## src/rtl/reg_dump_pkg.sv

```systemverilog
`default_nettype none
// ============================================================================
// Module  : reg_dump_pkg
// Purpose : Shared definitions for the register-dump streamer: register
//           count, index width and the 2-bit state encoding.
// Ports   : none (package)
// Rev     : 1.0  initial release
// ============================================================================
package reg_dump_pkg;

   // Number of registers in the attached register file.
   localparam int REG_COUNT = 32;

   // Width of a register index / read address.
   localparam int IDX_W = $clog2(REG_COUNT);

   typedef enum logic [1:0] {
      IDLE = 2'd0,
      READ = 2'd1,
      SEND = 2'd2,
      DONE = 2'd3
   } state_t;

endpackage : reg_dump_pkg
`default_nettype wire

```

## src/rtl/reg_dump.sv

```systemverilog
`default_nettype none
// ============================================================================
// Module  : reg_dump
// Purpose : Streams registers 0..LAST_IDX of an external register file out
//           over a Valid/Ready interface and accumulates a 32-bit checksum
//           of every accepted word.
// Ports   : Clk    - clock, rising edge
//           Clr    - asynchronous active-high reset
//           Start  - dump request (honoured in IDLE only)
//           Abort  - terminate a dump in progress
//           Ra     - register-file read address (always equals the counter)
//           Qa     - register-file read data, combinational from Ra
//           Dout   - streamed register value
//           Idx    - register index belonging to Dout
//           Valid  - Dout/Idx valid
//           Ready  - consumer accepts the word when Valid & Ready
//           Busy   - high whenever not IDLE
//           Done   - one-cycle pulse at normal completion
//           Sum    - checksum of accepted words
// Rev     : 1.0  initial release
// ============================================================================
module reg_dump
   import reg_dump_pkg::*;
#(
   parameter int LAST_IDX = 31
) (
   input  logic              Clk,
   input  logic              Clr,
   input  logic              Start,
   input  logic              Abort,
   output logic [IDX_W-1:0]  Ra,
   input  logic [31:0]       Qa,
   output logic [31:0]       Dout,
   output logic [IDX_W-1:0]  Idx,
   output logic              Valid,
   input  logic              Ready,
   output logic              Busy,
   output logic              Done,
   output logic [31:0]       Sum
);

   localparam logic [IDX_W-1:0] LAST = IDX_W'(LAST_IDX);

   state_t            state_q, state_d;
   logic [IDX_W-1:0]  cnt_q,   cnt_d;
   logic [31:0]       dout_q,  dout_d;
   logic [IDX_W-1:0]  idx_q,   idx_d;
   logic [31:0]       sum_q,   sum_d;

   always_ff @(posedge Clk or posedge Clr) begin
      if (Clr) begin
         state_q <= IDLE;
         cnt_q   <= '0;
         dout_q  <= '0;
         idx_q   <= '0;
         sum_q   <= '0;
      end else begin
         state_q <= state_d;
         cnt_q   <= cnt_d;
         dout_q  <= dout_d;
         idx_q   <= idx_d;
         sum_q   <= sum_d;
      end
   end

   always_comb begin
      state_d = state_q;
      cnt_d   = cnt_q;
      dout_d  = dout_q;
      idx_d   = idx_q;
      sum_d   = sum_q;

      case (state_q)
         IDLE: begin
            // Abort wins over Start; a new dump restarts the index and checksum.
            if (Start && !Abort) begin
               state_d = READ;
               cnt_d   = '0;
               sum_d   = '0;
            end
         end

         READ: begin
            if (Abort) begin
               state_d = IDLE;
            end else begin
               dout_d  = Qa;
               idx_d   = cnt_q;
               state_d = SEND;
            end
         end

         SEND: begin
            if (Ready) begin
               // The handshake completes even if Abort arrives on the same
               // cycle, so the word is folded into the checksum first.
               sum_d = sum_q + dout_q;
               if (Abort) begin
                  state_d = IDLE;
               end else if (idx_q == LAST) begin
                  state_d = DONE;
               end else begin
                  // idx_q < LAST here, so the counter cannot pass LAST.
                  cnt_d   = cnt_q + IDX_W'(1);
                  state_d = READ;
               end
            end else if (Abort) begin
               state_d = IDLE;
            end
         end

         DONE: begin
            state_d = IDLE;
         end

         default: begin
            state_d = IDLE;
         end
      endcase
   end

   assign Ra    = cnt_q;
   assign Dout  = dout_q;
   assign Idx   = idx_q;
   assign Sum   = sum_q;
   assign Valid = (state_q == SEND);
   assign Busy  = (state_q != IDLE);
   assign Done  = (state_q == DONE);

endmodule : reg_dump
`default_nettype wire

```

## config.mk

```make
export PLATFORM = sky130hd
export DESIGN_NAME = reg_dump
export DESIGN_NICKNAME = d
export VERILOG_FILES = /design/src/rtl/reg_dump_pkg.sv /design/src/rtl/reg_dump.sv
export SDC_FILE = /design/constraint.sdc
export NUM_CORES = 1
export LEC_CHECK = 0
export CORE_ASPECT_RATIO = 0.9
export CORE_MARGIN = 2
export CORE_UTILIZATION = 47
export CTS_CLUSTER_SIZE = 8
export DETAILED_ROUTE_END_ITERATION = 8
export PLACE_DENSITY = 0.87
export SKIP_CTS_REPAIR_TIMING = 1
export SYNTH_ARGS = -nofsm -noshare
export SYNTH_HDL_FRONTEND = slang
export SYNTH_SLANG_ARGS = --single-unit
```

## constraint.sdc

```tcl
create_clock -name Clk -period 6.8 [get_ports Clk]
set_input_delay 0.68 -clock Clk [delete_from_list [all_inputs] [get_ports Clk]]
set_output_delay 0.68 -clock Clk [all_outputs]
set_load 0.01 [all_outputs]
```

---- After elaboration in Yosys (flattened, before gate mapping) ----
Index checks and enable logic that the tools add are counted.
word-level totals
  logic and storage cells ................. 41
  flip-flop bits (word level) ............. 76
  output and inout port bits .............. 77
cells by class
  bitwise operators ....................... 1
  eq/ne operators ......................... 9
  add/subtract/negate cells ............... 2
  multiplexer cells ....................... 15
  reductions and logical operators ........ 9
operators with widths
  kind                 count
  $mux 32              2
  $pmux 32 s2          1
  $add 32x32->32       1
  $mux 5               4
  $mux 2               6
  $pmux 5 s2           1
  $pmux 2 s4           1
  $ne 2x2->1 const B   3
  $add 5x1->5 const B  1
  $eq 5x5->1 const B   1
  $reduce_and 5->1     1
  $eq 2x2->1 const B   2
  $reduce_and 2->1     2
  $reduce_bool 2->1    2
  $ne 3x2->1 const B   1
  $reduce_and 3->1     1
  $eq 2x1->1 const B   1
  $logic_not 2->1      1
  $ne 2x1->1 const B   1
  $logic_and 1x1->1    1
  $logic_not 1->1      1
  $not 1->1            1

---- Logic depth before layout (Yosys ltp) ----
Gate-level depths: netlist (run 1).
  depth in word-level cells ............... 5
  gate-level depth with buffers ........... 11
  gate-level depth less buffers ........... 11

---- Least setup slack after synthesis (run 1) ----
Ideal clock, no wire load.
  kind .................................... register -> register
  start ................................... register sum_q[0] (netlist: Sum[0])
  end ..................................... register sum_q[28] (netlist: Sum[28])
  data arrival time ....................... 2.593 ns
  setup slack ............................. 4.138 ns
  required time ........................... 6.731 ns
  setup time .............................. 0.069 ns
  cell stages (with the launch flop) ...... 12
  cell sequence ........................... dfrtp_1 > ha_1 > inv_1 > fa_1 > nor2b_4 > o31a_2 > o2111a_1 > nor2_2 > o31ai_4 > a31oi_2 > or4_1 > nand3_1
between the ends
  word-level cells in the longest chain between the ends .. 3
ends and longest elaborated chain
  what                    line            text
  start, declared         reg_dump.sv:48  logic [31:0] sum_q, sum_d;
  start signal, assigned  reg_dump.sv:62  sum_q <= sum_d;
  $add 32x32->32          reg_dump.sv:97  sum_d = sum_q + dout_q;
  $mux 32                 reg_dump.sv:94  if (Ready) begin
  $pmux 32 s2             reg_dump.sv:73  case (state_q)
No other way between the ends. The select of a mux whose other input is x is not followed.
A chain may end at the register's enable or synchronous reset.

---- Worst setup path after layout (run 1) ----
  start ................................... input port Ready
  end ..................................... register sum_q[31] (netlist: Sum[31])
between the ends
  word-level cells in the longest chain between the ends .. 2
ends and longest elaborated chain
  what                        line            text
  start, declared             reg_dump.sv:36  input logic Ready,
  $ne 2x1->1 (no line)        --
  $reduce_and 3->1 (no line)  --
No other way between the ends.

==> run summary, run 1 <==
The run finished with clean final reports. The die width came out at ~110 µm. Clock-pin slew was measured on the worst setup and hold paths at about 80 ps.

The top cell types in the final layout, fill and taps aside, are 113 x sky130_fd_sc_hd__clkdlybuf4s50_1, 76 x sky130_fd_sc_hd__dfrtp_1, 49 x sky130_fd_sc_hd__nand2_1, 49 x sky130_fd_sc_hd__o21ai_0, 37 x sky130_fd_sc_hd__mux2_2. The transition at the pin with the smallest max-transition slack is roughly 1100 ps. The final-report hold violation count came out at 0.

The average instance in the mapped netlist occupies 10.2 µm². The wire-length estimate of the detail-placed layout is about 8.0 mm. After detailed routing, the number of remaining DRC violations is 0. The number of max-slew violations in the final report is 0.

The area of the die came out at 0.0105 mm². The synthesized netlist devotes ~5.8% of its cell area to XOR and XNOR gates. The number of DRC violations after detailed-routing iteration 0 came out at 146.

The final period utilization is 43.4%. The number of global-route vias before repair is 3807. The total length of routed wires is 10.8 mm.

The sequential-to-total area share from yosys stat came out at about two fifths. The core area came out at about 0.0096 mm². The simple-gate share of the synthesized area is ~13%. The clock latency on the worst-skew pair came out at around 350 ps. The initialized floorplan defines 34 standard-cell rows. The distinct cell type count of the synthesized netlist came out at 67. The remaining number of nets flagged by the antenna check after routing came out at 0. The area share of fa/ha/maj cells after synthesis is 9.22%.

The type of the most critical hold path is flip-flop to flip-flop. The number of clock buffers added by TritonCTS is 9. The H-tree was split into 3 levels. The worst-case vdd ir drop came out at 193 µV.

The number of max-cap violations came out at 0. The proportion of register bits with asynchronous set or reset after synthesis came out at 100%. The largest individual stage delay along the critical path comes from the cell sky130_fd_sc_hd__or4b_2. The cell area after synthesis is 0.00456 mm². The starting density of the core is 47.6%. Traced cell by cell, the critical path runs through clkdlybuf4s50_1, nand2_1, or4b_2, nor3_1, mux2i_1, o21ai_0, mux2i_1.

The area growth from synthesis to layout is 30.9%. The worst endpoint data arrival time came out at 3220 ps. The post-synthesis cell count is 448. The worst max-slew margin expressed relative to the limit is 28.2%.

The total of endpoints with negative setup slack in the final report came out at 0. Summing the areas of all compound-gate instances in the mapped netlist gives 17.7% of the synthesized area. The area of the multi-input gates came out at ~0.0025 mm². The synthesized net count came out at 518.

The deepest clock path buffer count is 2. The library cell used most frequently in the layout, excluding fill and tap cells, is sky130_fd_sc_hd__clkdlybuf4s50_1. The number of diodes is 0. The quantity of I/O buffers inserted on ports is 113. Subtracting the final worst setup slack from the clock period gives just under 3000 ps.

Setup repair after global routing left no endpoint under its margin. The weighted congestion at the end of routability-driven global placement is a little under 0.9. The first detailed-routing pass took 4 iterations. The multiplexer share of the synthesized area came out at a little under a tenth. For this design, the sink count on the clock tree is 76. The first global-routing pass estimated 18.6 mm of wire. After detailed routing, the average wire length per cell comes to approximately 16 µm.

The per-cell via count in the routed design is 5.55. The detailed-route via count is 3807. The combinational family with the most area after synthesis is compound AO/OA/AOI/OAI gates.

The number of warning messages in the yosys log is 0. The final net count is 625. The largest single stage delay on the critical path is 860 ps.

The global-route congestion overflow total is 0. The maximum clock skew at final layout is 7.46 ps. The most used flip-flop cell after synthesis is sky130_fd_sc_hd__dfrtp_1.

The total power density per cell area came out at 352 mW/mm². The worst endpoint required time is 7070 ps. STA classifies the critical path startpoint as a primary input. The most common cell type on the critical path is sky130_fd_sc_hd__mux2i_1. The cell leakage power is 2.52 nW. The setup TNS came out at 0 ps.

The overall die height came out at 97.5 µm. The root buffer cell chosen for the clock tree is sky130_fd_sc_hd__clkbuf_8. The CTS tree is yes.

Along the worst path, the maximum fanout reaches 34. The register bit count reported by yosys is 76. The critical path class is primary input to flip-flop. The initial antenna violation count is 0. The fraction of layout cells with a size suffix above 1 is between 10 and 15%.

In the final layout, flip-flops and latches occupy 0.00190 mm². around 110 I/O pins were placed. The worst hold slack after final layout came out at 503 ps. Timing would allow up to 339 MHz.

The critical path endpoint category is a flip-flop. Entering global routing, the biggest net connects just under 80 pins. The count of filler cells inserted in the layout came out at 800. The overall fraction of global-route tracks in use is 21.7%.

The number of enable flip-flop cells after synthesis came out at 0.
==> worst max-delay path: cells and delay by family <==
kind,cells,cell delay (ps)
buffers and inverters,1,500
multiplexers,2,320
AO/OA/AOI/OAI,1,120
AND/OR/NAND/NOR,3,1600
==> synthesized netlist by cell type (all sizes together) (2+ instances only) <==
library cell | n | area [µm²]
nand3 | 6 | 30.0
o31ai | 2 | 28.8
nor2 | 21 | 81.3
nand2b | 3 | 18.8
o21ai | 52 | 264
nor2b | 4 | 32.5
o31a | 2 | 18.8
a31oi | 3 | 25.0
ha | 32 | 400
mux2i | 2 | 20.0
and4 | 2 | 17.5
xor2 | 19 | 166
o21bai | 3 | 22.5
clkbuf | 12 | 58.8
nor3 | 4 | 20.0
o221ai | 2 | 17.5
o21a | 3 | 22.5
a211oi | 6 | 50.1
a21oi | 30 | 161
buf | 6 | 32.5
nand2 | 49 | 184
dfrtp | 76 | 1900
inv | 9 | 33.8
mux2 | 37 | 417
nand4 | 10 | 62.6
xnor2 | 11 | 96.3
a21o | 5 | 38.8
a22o | 4 | 35.0
and2 | 7 | 45.1
a21boi | 3 | 22.5
or4 | 2 | 15.0
a41oi | 2 | 17.5
==> registers in the layout, indices dropped and copies added (netlist names) <==
register	cells
Idx	5
Ra	5
Dout	32
state_q	2
Sum	32
==> report_power, final <==
part	switching, mW	total (mW)	leakage (nW)	internal (mW)
registers	0.100	0.662	0.978	0.562
logic	0.532	1.05	1.44	0.523
clock network	0.170	0.386	0.107	0.217
==> metal layers <==
metal	part of all wire [%]	GRT usage [%]	up-vias
li1	-	-	1839
met1	45	29.8	1831
met2	48	35.3	128
met3	6.3	4.83	9
met4	0.75	4.83	0
met5	0	0	-
==> area by class of cell <==
type | instances | area share [%]
Sequential cell | 76 | 31.9
Inverter | 9 | 0.587
Clock buffer | 12 | 2.43
Timing Repair Buffer | 115 | 19.2
Tap cell | 126 | 2.64
Multi-Input combinational cell | 344 | 42.1
Clock inverter | 4 | 1.22
==> path summary, 6_finish.rpt <==
check	cells after the start	startpoint	slack [ps]	to
worst max-delay path	7	Ready	3850	Sum[31]
worst min-delay path	1	Sum[31]	500	Sum[31]
worst max register to register	11	Dout[0]	3970	Sum[28]
worst min register to register	1	Sum[31]	500	Sum[31]
max in group asynchronous	3	Clr	5250	Dout[25]
min in group asynchronous	3	Clr	930	Dout[30]
==> cell families after synthesis <==
kind of cell	after synthesis
compound gates	125
buf+inv	28
mux	39
xor+xnor	30
fa+ha+maj	33
simple gates	117
flops	76
==> metrics by stage <==
stage / instances / utilization, % / power [mW] / setup WS, ps / area [µm²]
after floorplan: 448 / - / 1.35 / 4140 / 4560
after global placement: 670 / 60.1 / 1.69 / 3550 / 5750
after detailed placement: 670 / 60.1 / 1.72 / 3470 / 5750
after CTS: 686 / 62.4 / 2.11 / 3830 / 5970
after global routing: 686 / 62.4 / 2.26 / 3610 / 5970
final: 686 / 62.4 / 2.10 / 3850 / 5970
Note: power is estimated with default switching activity, not from simulation.
==> run 2, diff against run 1 <==
- clock period: 6.8 -> 2.95 ns (I/O delays scaled with it)
==> run 2 against run 1 <==
Effect of this change:
- sequential cell count unchanged
- first-iteration DRC count grew 36%
- global-route usage is 0.51 points lower
- cell area is 0.48% higher
- sequential share of layout area is 0.15 points lower
- critical endpoint is now Sum[28]
- largest power group unchanged
==> run summary, run 2 (synthesized netlist as in run 1, its figures left out) <==
The number of buffers added by the clock tree synthesis step is 9. The utilization after layout came out at a little over three fifths. The cell leakage power came out at around 2.5 nW.

The maximum cell stage delay along the critical path came out at 480 ps. The total length of routed wires is roughly 11 mm. Relative to the synthesized area, the layout overhead comes to 31.5%. For this run, the post-layout net count is 627. The maximum clock frequency is 366 MHz.

No sink is reached through more buffers than the 2 on the longest clock path. The area of all placed cells without fillers is 0.00600 mm². The number of diodes came out at 0. The total of endpoints with negative setup slack in the final report is 0. Final hold analysis gives a worst-case slack of 345 ps. The total number of clock tree sinks came out at 76. Setup repair after global routing left no endpoint under its margin. The number of max-cap violations is 0.

The number of I/O pins is 114. Clock-pin slew was measured on the worst setup and hold paths at 90 ps. The core area came out at 0.00957 mm². Before antenna repair, the detailed router went through 4 iterations.

TritonCTS built the clock tree. The die width came out at 108 µm. The clock latency on the worst-skew pair came out at 360 ps. The library cell used most frequently in the layout, excluding fill and tap cells, is sky130_fd_sc_hd__clkdlybuf4s50_1.

The number of rows created at floorplan is 34. Setup total negative slack on the finished layout was measured at 0 ps. The remaining number of nets flagged by the antenna check after routing came out at 0. The pin count of the biggest net entering global routing came out at 77. The average wire per standard cell is 15.9 µm. The worst endpoint data arrival time came out at 3030 ps.

The transition at the pin with the smallest max-transition slack came out at 642 ps. The clock root buffer is sky130_fd_sc_hd__clkbuf_8. The global-route congestion overflow total came out at 0. The filler cells instantiated in the layout total ~800. The detailed-route via count came out at ~3.8k.

In the layout the commonest cells are 113 x sky130_fd_sc_hd__clkdlybuf4s50_1, 76 x sky130_fd_sc_hd__dfrtp_1, 49 x sky130_fd_sc_hd__nand2_1, 48 x sky130_fd_sc_hd__o21ai_0, 37 x sky130_fd_sc_hd__mux2_2. The min-delay analysis places its worst path in the category primary input to async pin. The maximum level of the CTS H-tree came out at 3. STA puts the critical path data required time at 3240 ps. The kind of cell with the highest combined delay along the critical path is compound AO/OA/AOI/OAI gates. The critical path class is flip-flop to flip-flop. On the critical path, the stage with the largest delay is an instance of sky130_fd_sc_hd__or4_1. The first global-routing pass estimated 18.0 mm of wire.

The quantity of I/O buffers inserted on ports came out at 113. The minimum period implied by the final worst setup slack is 2740 ps. The overall die height came out at 97.5 µm. For this design the ratio of total power to cell area is 801 mW/mm². Counting both buffers and inverters, the worst setup path holds a total of 1.

Traced cell by cell, the critical path runs through ha_1, inv_1, fa_1, nor2b_4, o31a_2, o2111a_1, nor2_2, o31ai_4, a31oi_2, or4_1, nand3_1. The number of global-route vias before repair is 3759. The maximum net fanout on the critical path came out at 4. The per-cell via count in the routed design is 5.55. At the end of routability-driven placement, the weighted congestion stood at 0.925.

The initial antenna violation count came out at 0. STA classifies the critical path endpoint as a flip-flop. The flow ran to the end, and the final reports show no timing, DRC or antenna violations. The final period utilization is 92.7%. The overall fraction of global-route tracks in use came out at 21.2%. The final-report hold violation count was 0. The area of the multi-input gates is about 0.0025 mm². The worst-case vdd ir drop is between 300 and 400 µV. The number of max-slew violations in the final report was 0. The maximum clock skew at final layout is 11.5 ps. After detailed routing, the number of remaining DRC violations is 0. Summing all placed instances gives a cell area of around 0.0058 mm². The sum of net half-perimeters after detailed placement came out at 7.90 mm. The worst pin sits at a relative slew slack of a little under three fifths. The detailed router finished its first iteration with 199 violations. In this run, placement finished with an instance count of 672. Excluding fillers, the count of instances in the completed layout stands at between 600 and 700.

The fraction of layout cells with a size suffix above 1 came out at 13.3%. The starting density of the core is 47.6%. Registers take 0.00190 mm². The worst setup path is launched from a flip-flop.

The die covers 0.0105 mm².
run 2: routing by layer:
| metal | GRT usage, % | wire, µm | vias up |
|---|---|---|---|
| met5 | 0 | 0 | - |
| met4 | 6.51 | 184 | 0 |
| met3 | 3.69 | 635 | 21 |
| met2 | 35.1 | 5210 | 135 |
| met1 | 28.4 | 4870 | 1810 |
| li1 | - | - | 1855 |
run 2: layout make-up:
cell class | instances | area share (%)
Multi-Input combinational cell | 344 | 41.9
Sequential cell | 76 | 31.7
Timing Repair Buffer | 117 | 19.8
Clock inverter | 6 | 1.15
Clock buffer | 10 | 2.29
Inverter | 9 | 0.584
Tap cell | 126 | 2.63
run 2: worst paths after layout:
kind,from,endpoint,slack [ps],depth (start not counted)
hold / removal,Clr,Dout[29],340,3
max in group asynchronous,Clr,Dout[23],2280,3
setup / recovery,Sum[0],Sum[28],210,11
setup reg to reg,Sum[0],Sum[28],210,11
min in group Clk,Sum[31],Sum[31],510,1
hold reg to reg,Sum[31],Sum[31],510,1
run 2: through the flow:
step / total power, mW / setup WS (ps)
detailed placement: 3.95 / 174
global placement: 3.88 / 237
finish: 4.81 / 214
CTS: 4.82 / 141
global route: 5.13 / 35.4
floorplan: 3.11 / 288
run 2: power by group:
part           internal [mW]  switching, mW
Combinational           1.21           1.23
Sequential              1.29          0.235
Clock                  0.421          0.413
run 2: tightest hold or removal path, delay by kind of cell:
family / cells / cell delay, ps
buffers and inverters: 3 / 830
==> run 3, diff against run 2 <==
--- a/config.mk
+++ b/config.mk
@@ -8,8 +8,8 @@
 export CORE_ASPECT_RATIO = 0.9
 export CORE_MARGIN = 2
-export CORE_UTILIZATION = 47
+export CORE_UTILIZATION = 36
 export CTS_CLUSTER_SIZE = 8
 export DETAILED_ROUTE_END_ITERATION = 8
-export PLACE_DENSITY = 0.87
+export PLACE_DENSITY = 0.72
 export SKIP_CTS_REPAIR_TIMING = 1
 export SYNTH_ARGS = -nofsm -noshare
==> constraint.sdc (replaced) <==
create_clock -name Clk -period 2.95 [get_ports Clk]
set_input_delay 0.295 -clock Clk [delete_from_list [all_inputs] [get_ports Clk]]
set_output_delay 0.295 -clock Clk [all_outputs]
set_load 0.02 [all_outputs]
==> run 3 against run 2 <==
Effect of this change:
- critical endpoint unchanged
- sequential cell count unchanged
- cell area up 2.9%
- clock power up 43%
- critical path type unchanged
==> run summary, run 3 (synthesized netlist as in run 1, its figures left out) <==
The flow ran to the end, and the final reports show no timing, DRC or antenna violations. At the worst endpoint, the arrival time is slightly above 3000 ps. The die covers 0.0136 mm². The final period utilization came out at ~90%. Relative to the synthesized area, the layout overhead comes to 35.3%.

The worst setup path is captured at a flip-flop. The reg-to-reg endpoint is Sum[28]. Dividing the detail-routed via count by the number of cells gives 5.35. The initial utilization of the core area, before any placement, comes to between 30% and 40%. The first routing iteration left 171 violations. The pin count of the biggest net entering global routing came out at 41. The overall die height is 111 µm. The length in cells of the worst reg-to-reg path is 11. The length of the first detailed-routing pass in iterations came out at 5. The maximum clock skew at final layout is 6.41 ps. After detailed routing, the number of remaining DRC violations is 0.

The startpoint identified for the worst register-to-register timing path is Dout[0]. The slack of the worst reg-to-reg path is 220 ps. The final layout contains 631 nets. The maximum cell stage delay along the critical path came out at a little under 500 ps. The library cell used most frequently in the layout, excluding fill and tap cells, is sky130_fd_sc_hd__clkdlybuf4s50_1. The cell sitting at the root of the clock tree is a sky130_fd_sc_hd__clkbuf_16. After layout, the minimum clock period comes to 2730 ps. The detailed-route via count came out at 3885. The overall fraction of global-route tracks in use is 17.8%.

Summed over all failing endpoints, the final setup total negative slack is 0 ps. The quantity of I/O buffers inserted on ports came out at about 110. The sum of net half-perimeters after detailed placement came out at 8.53 mm. The total power density per cell area is slightly below 900 mW/mm². The initial antenna violation count came out at 0. The number of buffers added by the clock tree synthesis step came out at 9.

The number of diodes came out at 0. The worst endpoint required time came out at 3230 ps. The global-route congestion overflow total is 0. The routed design has 11.5 mm of wire.

The number of I/O pins is 114. The type of the most critical hold path is primary input to async pin. The floorplan has 38 rows. The maximum net fanout on the critical path came out at 4. No sink is reached through more buffers than the 2 on the longest clock path. The worst setup path is launched from a flip-flop. The most critical setup path has its startpoint at Dout[0].

Among all stages on the critical path, the largest delay is contributed by sky130_fd_sc_hd__or4_1. The core area came out at 0.0122 mm². The average wire per standard cell is 15.9 µm. For the worst-skew pair, the clock arrives at the later sink with an insertion delay of around 340 ps. CTS saw 76 sinks. The filler cells instantiated in the layout total 1093. The utilization after layout came out at 50.5%. Setup repair after global routing left no endpoint under its margin. The number of max-cap violations came out at 0. The worst setup path is of the flip-flop to flip-flop kind. The die width came out at 123 µm. The cell leakage power is 2.61 nW. In this run the remaining antenna-violating nets after routing total 0. The number of max-slew violations in the final report came out at 0. Measured against its own limit, the worst slew margin works out to 50.4%.

The final-report hold violation count came to 0. The fraction of layout cells with a size suffix above 1 is 13.8%. The number of global-route vias before repair came to 3808.

The capturing element of the worst setup path is Sum[28]. The maximum clock frequency came out at 366 MHz. The critical path goes through ha_1, inv_1, fa_1, nor2b_4, o31a_2, o2111a_1, nor2_2, o31ai_4, a31oi_2, or4_1, nand3_1. After clock tree synthesis, the clock-pin slew on the worst setup and hold paths is 60 ps.

For the pin with the worst max-slew slack, the measured transition is 743 ps. TritonCTS built the clock tree. The worst-case vdd ir drop came out at 473 µV. Setup violations remaining at the end of the flow were counted as 0.

The H-tree was split into 3 levels. Leaving out fill and tap cells, the most frequent cells in the layout are 113 x sky130_fd_sc_hd__clkdlybuf4s50_1, 76 x sky130_fd_sc_hd__dfrtp_1, 49 x sky130_fd_sc_hd__nand2_1, 48 x sky130_fd_sc_hd__o21ai_0, 37 x sky130_fd_sc_hd__mux2_2. The weighted congestion at the end of routability-driven global placement came out at between 0.8 and 0.9.

The first-pass GRT wire length came out at a little under 20 mm.
-- run 3: changes by cell type in the layout (fill, tap and decap cells not counted) --
cell	change
sky130_fd_sc_hd__inv_6	-3
sky130_fd_sc_hd__clkbuf_8	-9
sky130_fd_sc_hd__clkinv_2	+2
sky130_fd_sc_hd__buf_4	+5
sky130_fd_sc_hd__bufinv_16	+1
sky130_fd_sc_hd__buf_12	-1
sky130_fd_sc_hd__clkbuf_1	+1
sky130_fd_sc_hd__clkinvlp_4	-1
sky130_fd_sc_hd__clkbuf_16	+9
-- run 3: report_power, final --
part / leakage, nW / total, mW / switching [mW] / internal, mW
clock network: 0.159 / 1.19 / 0.426 / 0.759
registers: 0.978 / 1.53 / 0.236 / 1.30
logic: 1.47 / 2.65 / 1.44 / 1.21
total: 2.61 / 5.37 / 2.10 / 3.27
-- run 3: final cells by class --
class | instances | area (µm²) | area share (%)
Sequential cell | 76 | 1900 | 30.8
Inverter | 9 | 35.0 | 0.568
Clock buffer | 11 | 243 | 3.93
Multi-Input combinational cell | 344 | 2510 | 40.7
Timing Repair Buffer | 121 | 1200 | 19.5
Clock inverter | 5 | 75.1 | 1.22
Tap cell | 160 | 200 | 3.24
-- run 3: critical path, delay by kind of cell, from the launching register on --
family / cells / cell delay, ps
adder cells (fa/ha/maj): 2 / 630
flip-flops: 1 / 370
buffers and inverters: 1 / 60
AO/OA/AOI/OAI: 4 / 830
AND/OR/NAND/NOR: 4 / 780
-- run 3: worst min path at each step --
stage               cells after the start    endpoint    start
floorplan                               1  state_q[1]    Abort
detailed placement                      1     Sum[31]  Sum[31]
global route                            2  state_q[1]      Clr
global placement                        1     Sum[31]  Sum[31]
CTS                                     2  state_q[1]      Clr
finish                                  2  state_q[1]      Clr
-- run 3: through the flow --
step	total power [mW]	setup slack [ps]	hold WS, ps	instance area (µm²)	std cells
final	5.37	215	382	6170	726
after global routing	5.74	51.8	458	6170	726
after CTS	5.40	140	407	6170	726
after detailed placement	4.18	161	468	5850	710
after global placement	4.13	231	466	5850	710
after floorplan	3.30	204	358	4560	448
-- run 3: layer usage --
metal	global-route usage [%]	vias up	wire (µm)	share of wire, %
met5	0	-	0	0
met1	23.9	1881	5280	46
met3	4.99	17	750	6.5
met4	5.13	0	144	1.2
li1	-	1863	-	-
met2	27.8	124	5360	46
